### src/rtl/qpp_deinterleaver.sv
// qpp_deinterleaver
//   Collects one interleaved soft-bit block of length K and replays it in
//   natural order. Input sample i lands at buffer address
//   pi(i) = (f1*i + f2*i^2) mod K. The address sequence comes from the
//   usual second-order recursion (pi += g, g += 2*f2). The buffer is then
//   drained through a two-register read pipeline (RAM read, output register).
//
// Ports
//   clk, rst       clock (rising edge), asynchronous active-low reset
//   start          one-cycle request in IDLE; latches f1, f2, K
//   f1, f2, K      QPP coefficients (< K) and block length (1..DEPTH-1)
//   in_data/in_valid/in_ready      interleaved sample stream
//   out_data/out_valid/out_ready   natural-order sample stream
//   out_last       flags sample K-1 (qualified by out_valid)
//   busy           any state other than IDLE
//   done           one-cycle pulse after the final output handshake
//   err            one-cycle pulse when start arrives with K == 0
module qpp_deinterleaver #(
  parameter int DATA_W = 8,
  parameter int F_W    = 8,
  parameter int K_W    = 8,
  parameter int DEPTH  = 2**K_W
) (
  input  logic                     clk,
  input  logic                     rst,
  input  logic                     start,
  input  logic [F_W-1:0]           f1,
  input  logic [F_W-1:0]           f2,
  input  logic [K_W-1:0]           K,
  input  logic signed [DATA_W-1:0] in_data,
  input  logic                     in_valid,
  output logic                     in_ready,
  output logic signed [DATA_W-1:0] out_data,
  output logic                     out_valid,
  input  logic                     out_ready,
  output logic                     out_last,
  output logic                     busy,
  output logic                     done,
  output logic                     err
);

  localparam int A_W = K_W + 1;

  typedef enum logic [1:0] {S_IDLE, S_SETUP, S_LOAD, S_DRAIN} state_t;

  // Operands are always < 2K, so one conditional subtract is a full mod K.
  function automatic logic [K_W-1:0] mod_once(input logic [A_W-1:0] x,
                                              input logic [K_W-1:0] k);
    logic [A_W-1:0] kk;
    kk = A_W'(k);
    mod_once = (x >= kk) ? K_W'(x - kk) : K_W'(x);
  endfunction

  state_t                   state_q, state_d;
  logic [F_W-1:0]           f1_q, f1_d, f2_q, f2_d;
  logic [K_W-1:0]           k_q, k_d;
  logic [K_W-1:0]           g_q, g_d, s2_q, s2_d, pi_q, pi_d;
  logic [K_W-1:0]           wr_cnt_q, wr_cnt_d, rd_cnt_q, rd_cnt_d;
  logic                     rd_vld_q, rd_vld_d, rd_last_q, rd_last_d;
  logic signed [DATA_W-1:0] out_data_q, out_data_d;
  logic                     out_valid_q, out_valid_d, out_last_q, out_last_d;
  logic                     in_ready_q, in_ready_d, busy_q, busy_d;
  logic                     done_q, done_d, err_q, err_d;

  logic signed [DATA_W-1:0] mem [DEPTH];
  logic signed [DATA_W-1:0] rd_data_q;

  logic wr_fire, adv, rd_issue, last_fire;

  assign wr_fire   = (state_q == S_LOAD) && in_valid && in_ready_q;
  // The whole read pipeline moves only when the output register frees up,
  // so a stall freezes both stages and nothing is dropped or repeated.
  assign adv       = !out_valid_q || out_ready;
  assign rd_issue  = (state_q == S_DRAIN) && adv && (rd_cnt_q < k_q);
  assign last_fire = out_valid_q && out_ready && out_last_q;

  always_comb begin
    state_d     = state_q;
    f1_d        = f1_q;
    f2_d        = f2_q;
    k_d         = k_q;
    g_d         = g_q;
    s2_d        = s2_q;
    pi_d        = pi_q;
    wr_cnt_d    = wr_cnt_q;
    rd_cnt_d    = rd_cnt_q;
    rd_vld_d    = rd_vld_q;
    rd_last_d   = rd_last_q;
    out_data_d  = out_data_q;
    out_valid_d = out_valid_q;
    out_last_d  = out_last_q;
    in_ready_d  = in_ready_q;
    done_d      = 1'b0;
    err_d       = 1'b0;

    case (state_q)
      S_IDLE: begin
        if (start) begin
          if (K != '0) begin
            f1_d    = f1;
            f2_d    = f2;
            k_d     = K;
            state_d = S_SETUP;
          end else begin
            err_d = 1'b1;
          end
        end
      end
      S_SETUP: begin
        g_d        = mod_once(A_W'(f1_q) + A_W'(f2_q), k_q);
        s2_d       = mod_once(A_W'(f2_q) << 1, k_q);
        pi_d       = '0;
        wr_cnt_d   = '0;
        rd_cnt_d   = '0;
        rd_vld_d   = 1'b0;
        rd_last_d  = 1'b0;
        in_ready_d = 1'b1;
        state_d    = S_LOAD;
      end
      S_LOAD: begin
        if (wr_fire) begin
          pi_d     = mod_once(A_W'(pi_q) + A_W'(g_q), k_q);
          g_d      = mod_once(A_W'(g_q) + A_W'(s2_q), k_q);
          wr_cnt_d = wr_cnt_q + K_W'(1);
          if (wr_cnt_q == k_q - K_W'(1)) begin
            in_ready_d = 1'b0;
            state_d    = S_DRAIN;
          end
        end
      end
      S_DRAIN: begin
        // stage p1: RAM read register -> stage p2: output register
        if (adv) begin
          out_valid_d = rd_vld_q;
          out_last_d  = rd_last_q;
          if (rd_vld_q) out_data_d = rd_data_q;
          rd_vld_d    = rd_issue;
          rd_last_d   = rd_issue && (rd_cnt_q == k_q - K_W'(1));
          if (rd_issue) rd_cnt_d = rd_cnt_q + K_W'(1);
        end
        if (last_fire) begin
          out_valid_d = 1'b0;
          out_last_d  = 1'b0;
          rd_vld_d    = 1'b0;
          done_d      = 1'b1;
          state_d     = S_IDLE;
        end
      end
      default: state_d = S_IDLE;
    endcase

    busy_d = (state_d != S_IDLE);
  end

  always_ff @(posedge clk or negedge rst) begin
    if (!rst) begin
      state_q     <= S_IDLE;
      f1_q        <= '0;
      f2_q        <= '0;
      k_q         <= '0;
      g_q         <= '0;
      s2_q        <= '0;
      pi_q        <= '0;
      wr_cnt_q    <= '0;
      rd_cnt_q    <= '0;
      rd_vld_q    <= 1'b0;
      rd_last_q   <= 1'b0;
      out_data_q  <= '0;
      out_valid_q <= 1'b0;
      out_last_q  <= 1'b0;
      in_ready_q  <= 1'b0;
      busy_q      <= 1'b0;
      done_q      <= 1'b0;
      err_q       <= 1'b0;
    end else begin
      state_q     <= state_d;
      f1_q        <= f1_d;
      f2_q        <= f2_d;
      k_q         <= k_d;
      g_q         <= g_d;
      s2_q        <= s2_d;
      pi_q        <= pi_d;
      wr_cnt_q    <= wr_cnt_d;
      rd_cnt_q    <= rd_cnt_d;
      rd_vld_q    <= rd_vld_d;
      rd_last_q   <= rd_last_d;
      out_data_q  <= out_data_d;
      out_valid_q <= out_valid_d;
      out_last_q  <= out_last_d;
      in_ready_q  <= in_ready_d;
      busy_q      <= busy_d;
      done_q      <= done_d;
      err_q       <= err_d;
    end
  end

  // Buffer keeps its contents through reset; read has one cycle of latency.
  always_ff @(posedge clk) begin
    if (wr_fire)  mem[pi_q]   <= in_data;
    if (rd_issue) rd_data_q   <= mem[rd_cnt_q];
  end

  assign in_ready  = in_ready_q;
  assign out_data  = out_data_q;
  assign out_valid = out_valid_q;
  assign out_last  = out_last_q;
  assign busy      = busy_q;
  assign done      = done_q;
  assign err       = err_q;

endmodule

### config.mk
export PLATFORM = sky130hd
export DESIGN_NAME = qpp_deinterleaver
export DESIGN_NICKNAME = d
export VERILOG_FILES = /design/src/rtl/qpp_deinterleaver.sv
export SDC_FILE = /design/constraint.sdc
export NUM_CORES = 2
export LEC_CHECK = 0
export BUFFER_PORTS_ARGS = -buffer_cell sky130_fd_sc_hd__buf_2
export CAP_MARGIN = 20
export CORE_ASPECT_RATIO = 2
export CORE_MARGIN = 5
export CORE_UTILIZATION = 55
export CTS_BUF_LIST = sky130_fd_sc_hd__clkbuf_8
export DETAILED_ROUTE_END_ITERATION = 8
export GPL_ROUTABILITY_DRIVEN = 0
export MAX_ROUTING_LAYER = met4
export PLACE_DENSITY = 0.7
export SYNTH_ARGS = -nofsm -noshare
export SYNTH_HDL_FRONTEND = slang
export SYNTH_SLANG_ARGS = --single-unit
### constraint.sdc
create_clock -name clk -period 4 [get_ports clk]
set_input_delay 0 -clock clk [delete_from_list [all_inputs] [get_ports clk]]
set_output_delay 0 -clock clk [all_outputs]
set_load 0.005 [all_outputs]
-- After elaboration in Yosys (flattened, before gate mapping)
Memory sizes are Yosys's and may differ from the RTL's. A register that Yosys moved wholly into a read port is not among the register bits.
Index checks and enable logic that the tools add are counted.
- add/subtract/negate cells: 10
- magnitude comparators: 5
- equal/unequal tests: 10
- muxes and demuxes: 38
- reductions and logical operators: 23
- operator list (operator ; count):
    $mux W8 ; 9
    $pmux W8 S2 ; 4
    $ge A9 B8 Y1 ; 4
    $sub A8 B8 Y8 ; 4
    $add A8 B8 Y9 ; 3
    $add A8 B1 Y8 const B ; 2
    $eq A8 B8 Y1 ; 2
    $mux W1 ; 16
    $reduce_and A3 Y1 ; 4
    $mux W2 ; 5
    $lt A8 B8 Y1 ; 1
    $pmux W2 S4 ; 1
    $reduce_and A2 Y1 ; 4
    $reduce_bool A2 Y1 ; 4
    $reduce_bool A8 Y1 ; 1
    $sub A8 B1 Y8 const B ; 1
    $logic_and A1 B1 Y1 ; 7
    $ne A2 B2 Y1 const B ; 3
    $pmux W1 S2 ; 3
    $eq A2 B2 Y1 const B ; 2
    $ne A3 B3 Y1 const B ; 1
    $eq A2 B1 Y1 const B ; 1
    $logic_not A2 Y1 ; 1
    $ne A2 B1 Y1 const B ; 1
    2 further kinds ; 2
- register bits: 82
- RAM bits: 2048
- bits of input ports: 37
- output and inout port bits: 14
- memories: 1
- memories (memory ; words ; bits a word ; read ports ; clocked after Yosys merged registers in ; wr ports ; line ; RTL):
    mem ; 256 ; 8 ; 1 ; 1 ; 1 ; 65 ; logic signed [DATA_W-1:0] mem [DEPTH];

-- Longest topological paths before layout
- word-level depth: 7
- gate-level depth with buffers: 15

-- Worst setup path after synthesis
No wires, ideal clock.
- path kind: register to register
- start: register g_q[1]
- end: register g_q[3]
- setup time: 0.124 ns
- data arrival time: 3.345 ns
- data required time: 3.876 ns
- path slack: 0.531 ns
- cell stages (with the launch flop): 14
- path buffers: 1
- clock period less this slack: 3.469 ns
- cell sequence: dfrtp_1 > ha_1 > a21o_1 > a21oi_1 > o21ai_0 > o41ai_1 > xnor2_1 > ha_1 > nand4_1 > o21ai_0 > a211o_1 > buf_4 > mux2_4 > a211o_1
- word-level cells in the longest chain between the ends: 5
- RTL lines (item ; line ; RTL):
    start: declaration ; 57 ; logic [K_W-1:0] g_q, g_d, s2_q, s2_d, pi_q, pi_d;
    start signal: assignment ; 180 ; g_q <= g_d;
    $add A8 B8 Y9 (*) ; 123 ; g_d = mod_once(A_W'(g_q) + A_W'(s2_q), k_q);
    $sub A8 B8 Y8 or $ge A9 B8 Y1 (tied branches) ; 51 ; mod_once = (x >= kk) ? K_W'(x - kk) : K_W'(x);
    $mux W8 (*) ; 51 ;
    $mux W8 (*) ; 121 ; if (wr_fire) begin
    $pmux W8 S2 (*) ; 96 ; case (state_q)
Mark *: on every way between the ends. The rest lies on a longest branch, timed or not. The select of a mux whose other input is x is not followed.
A chain may end at the register's enable or synchronous reset.

-- Worst setup path in the final report
- start: register rd_cnt_q[0]
- end: register rd_data_q[0], read port of mem (data pin)
- word-level cells in the longest chain between the ends: 2
- RTL lines (item ; line ; RTL):
    start: declaration ; 58 ; logic [K_W-1:0] wr_cnt_q, wr_cnt_d, rd_cnt_q, rd_cnt_d;
    start signal: assignment ; 184 ; rd_cnt_q <= rd_cnt_d;
    $lt A8 B8 Y1 ; 74 ; assign rd_issue = (state_q == S_DRAIN) && adv && (rd_cnt_q < k_q);
    $logic_and A1 B1 Y1 ; 74 ;
    end: declaration ; 66 ; logic signed [DATA_W-1:0] rd_data_q;
Parallel ways exist; a longest one is shown, timed or not.

==> out/results.ini <==
[drt]
drt_pass1_iterations=6
wl_mm=220
wl_per_cell_um=31.8
ant_nets=0
vias=44700
drt_iter0_drc=4380
viasPerCell=6.45
remaining_drc_errors=0

[timing]
drv_slew=0
tightest_slew_ns=1.31
period_needed_ns=3.85
setup_viol=0
final.setup_skew_ns=0.0485
hold_viol=0
finalCritPeriodShare=0.963
slew_headroom=0.124
rsz0062_at_grt=no
fmax_mhz=260

[power]
p_comb_frac=0.290
p_seq_frac=0.433
power_w=0.0580
peakVddDrop_v=0.000373
p_leak_nw=30.9
switching_power_w=0.0179
clkPwrFrac=0.277
p_per_area_mw_per_mm2=608
p_int_w=0.0402
switching_share=0.308

[die]
num_rows=204
initial_core_util=0.552
fp.dieArea_mm2=0.163
die_x_um=288
core_mm2=0.154
fp.dieH_um=567
io-pin-count=51

[placement]
io_buffers=50
place_inst=6327
hpwl_mm=141

[setup_path]
slowest_stage=a221oi_1
critPathMostFrequentCell=buf_4
crit_path_start_kind=flop
endpoint_kind=flop
crit_required_ns=4.66
arrival_ns=4.51
cpPeakStageDelay_ns=0.71
cpLargestDelayFamily=compound AO/OA/AOI/OAI gates
critical_path_class=reg -> reg
crit_chain=buf_12, buf_4, mux4_2, a22o_1, a221oi_1, o22ai_1, nor3_1, buf_4, o21ai_1, o21a_1
cp_num_buf_inv=3
path_max_fanout=14

[grt]
grt_start_max_net_pins=177
globalRouteOverflowTotal=0
antenna_found_initial=2
grt_usage=0.279
grt_pass1_wl_mm=320
first_global_vias=46800

[yosys]
syn-num-nets=4341
synthDistinctLibCells=72
syn_area_per_cell_um2=20.2
ys_seq_area_frac=0.748
synth_edf_count=2056
yosys_warnings=0
netlist_instances=4230
syn_area_mm2=0.0853
synth_ff_type=edfxtp_1
synth-seq-cells=2138
synth_async_sr_flop_share=0.0384

[clock_tree]
numCtsBuffers=285
htreeDepth=5
clk_latency_ns=0.90
root_buffer=clkbuf_8
cts_tree=done
clkTransAtPathRegs_ns=0.07
clock-sinks=2138
cts_max_path_buffers=4

[job]
cap_violations=0

[cells_and_area]
max_flop_register=mem
nNetsFinal=4758
drive_gt1_frac=0.251
area_delta_synth_final_pct=12.1
stdcell_count=6920
largest_reg_flops=2048

[worst_hold_path]
hold_class=in -> reg

[run_status]
status=finished, final reports clean

[cell usage after synthesis (8+ instances only)]
cell / count / area (um2)
a22o_1: 65 / 569
o31ai_1: 8 / 60.1
nor2_1: 325 / 1220
nor3_1: 40 / 200
o22ai_1: 26 / 163
nor2b_1: 23 / 144
buf_4: 22 / 165
buf_2: 46 / 230
dfrtp_1: 82 / 2050
o211ai_1: 14 / 105
o21ai_0: 67 / 335
clkbuf_1: 124 / 465
ha_1: 67 / 838
o221ai_1: 11 / 96.3
xor2_1: 13 / 114
edfxtp_1: 2056 / 61700
buf_6: 32 / 360
xnor2_1: 37 / 324
o21a_1: 18 / 135
a221oi_1: 70 / 613
nand3_1: 43 / 215
inv_1: 28 / 105
a21oi_1: 81 / 405
a211oi_1: 12 / 90.1
a22oi_1: 102 / 766
and3_1: 8 / 50.1
mux2_2: 29 / 327
nand2_1: 79 / 297
nand4_1: 28 / 175
buf_1: 20 / 75.1
mux2i_1: 32 / 320
mux4_2: 509 / 11500
a21o_1: 12 / 90.1
[logic make-up after synthesis]
| group | Yosys count | synth area share |
|---|---|---|
| muxes | 571 | 0.142 |
| and+or+nand+nor | 582 | 0.0299 |
| AOI/OAI and AO/OA | 539 | 0.0458 |
| buffers and inverters | 276 | 0.0173 |
| adders and majority gates | 74 | 0.0115 |
| xor gates and xnor gates | 50 | 0.00514 |
| DFF | 2138 | 0.748 |
[final timing paths]
kind | startpoint | end | slack (ns) | depth (start not counted)
worst max-delay path | rd_cnt_q[0] | rd_data_q[0] | 0.15 | 10
worst min-delay path | out_ready | done | 0.11 | 4
worst max register to register | rd_cnt_q[0] | rd_data_q[0] | 0.15 | 10
worst min register to register | rd_data_q[2] | out_data[2] | 0.50 | 1
max in group asynchronous | rst | s2_q[4] | 3.39 | 4
min in group asynchronous | rst | f1_q[1] | 0.24 | 4
[through the flow]
| step | hold slack, ns | utilization | setup WS, ns | cell area [um2] | setup TNS (ns) |
|---|---|---|---|---|---|
| 4_1_cts | 0.0163 | 0.619 | 0.200 | 95500 | 0 |
| 6_report | 0.106 | 0.619 | 0.149 | 95500 | 0 |
| 3_3_place_gp | 0.167 | 0.577 | 0.00120 | 89100 | 0 |
| 5_1_grt | 0.0959 | 0.619 | 0.0134 | 95500 | 0 |
| 2_1_floorplan | -0.296 | - | 0.531 | 85300 | 0 |
| 3_5_place_dp | 0.184 | 0.577 | -0.000548 | 89100 | -0.000548 |
[per-layer routing]
metal / GRT usage / part of all wire
met5: - / 0
met4: 0.170 / 0.076
met3: 0.0416 / 0.068
met2: 0.481 / 0.54
met1: 0.303 / 0.32
[final cells by class]
type | count | area, um2
Antenna cell | 8 | 20.0
Clock buffer | 291 | 4010
Clock inverter | 201 | 1420
Fill cell | 10600 | 58900
Inverter | 28 | 105
Multi-Input combinational cell | 1816 | 20100
Sequential cell | 2138 | 63800
Tap cell | 2060 | 2580
Timing Repair Buffer | 378 | 3550
[layout by cell type (no fill, tap or decap), drive strengths merged, types with 43 or more instances in the layout]
master	count
a21oi	81
a221oi	71
a22o	65
a22oi	102
buf	279
clkbuf	299
clkinv	99
dfrtp	82
dlygate4sd3	91
edfxtp	2056
ha	67
inv	100
mux4	509
nand2	79
nand3	43
nor2	325
o21ai	70
[what timing repair did]
item	in CTS	in global routing
hold endpoints to repair	942	0
gates resized for setup	1	0
setup buffers	0	0
hold buffers	92	0
endpoints found under the setup margin	1	0
[power by group through the flow]
stage / Combinational (W) / Sequential, W / Clock [W]
5_1_grt: 0.0175 / 0.0251 / 0.0173
4_1_cts: 0.0169 / 0.0251 / 0.0163
6_report: 0.0168 / 0.0251 / 0.0161
3_3_place_gp: 0.0167 / 0.0256 / 0
2_1_floorplan: 0.0107 / 0.0252 / 0
3_5_place_dp: 0.0168 / 0.0256 / 0
[worst min-delay path: stages]
cell and delay, ns:
dlygate4sd3_1 0.57, buf_2 0.15, nand3_1 0.13, nor2_1 0.10
Power figures use the tool's default switching activity.
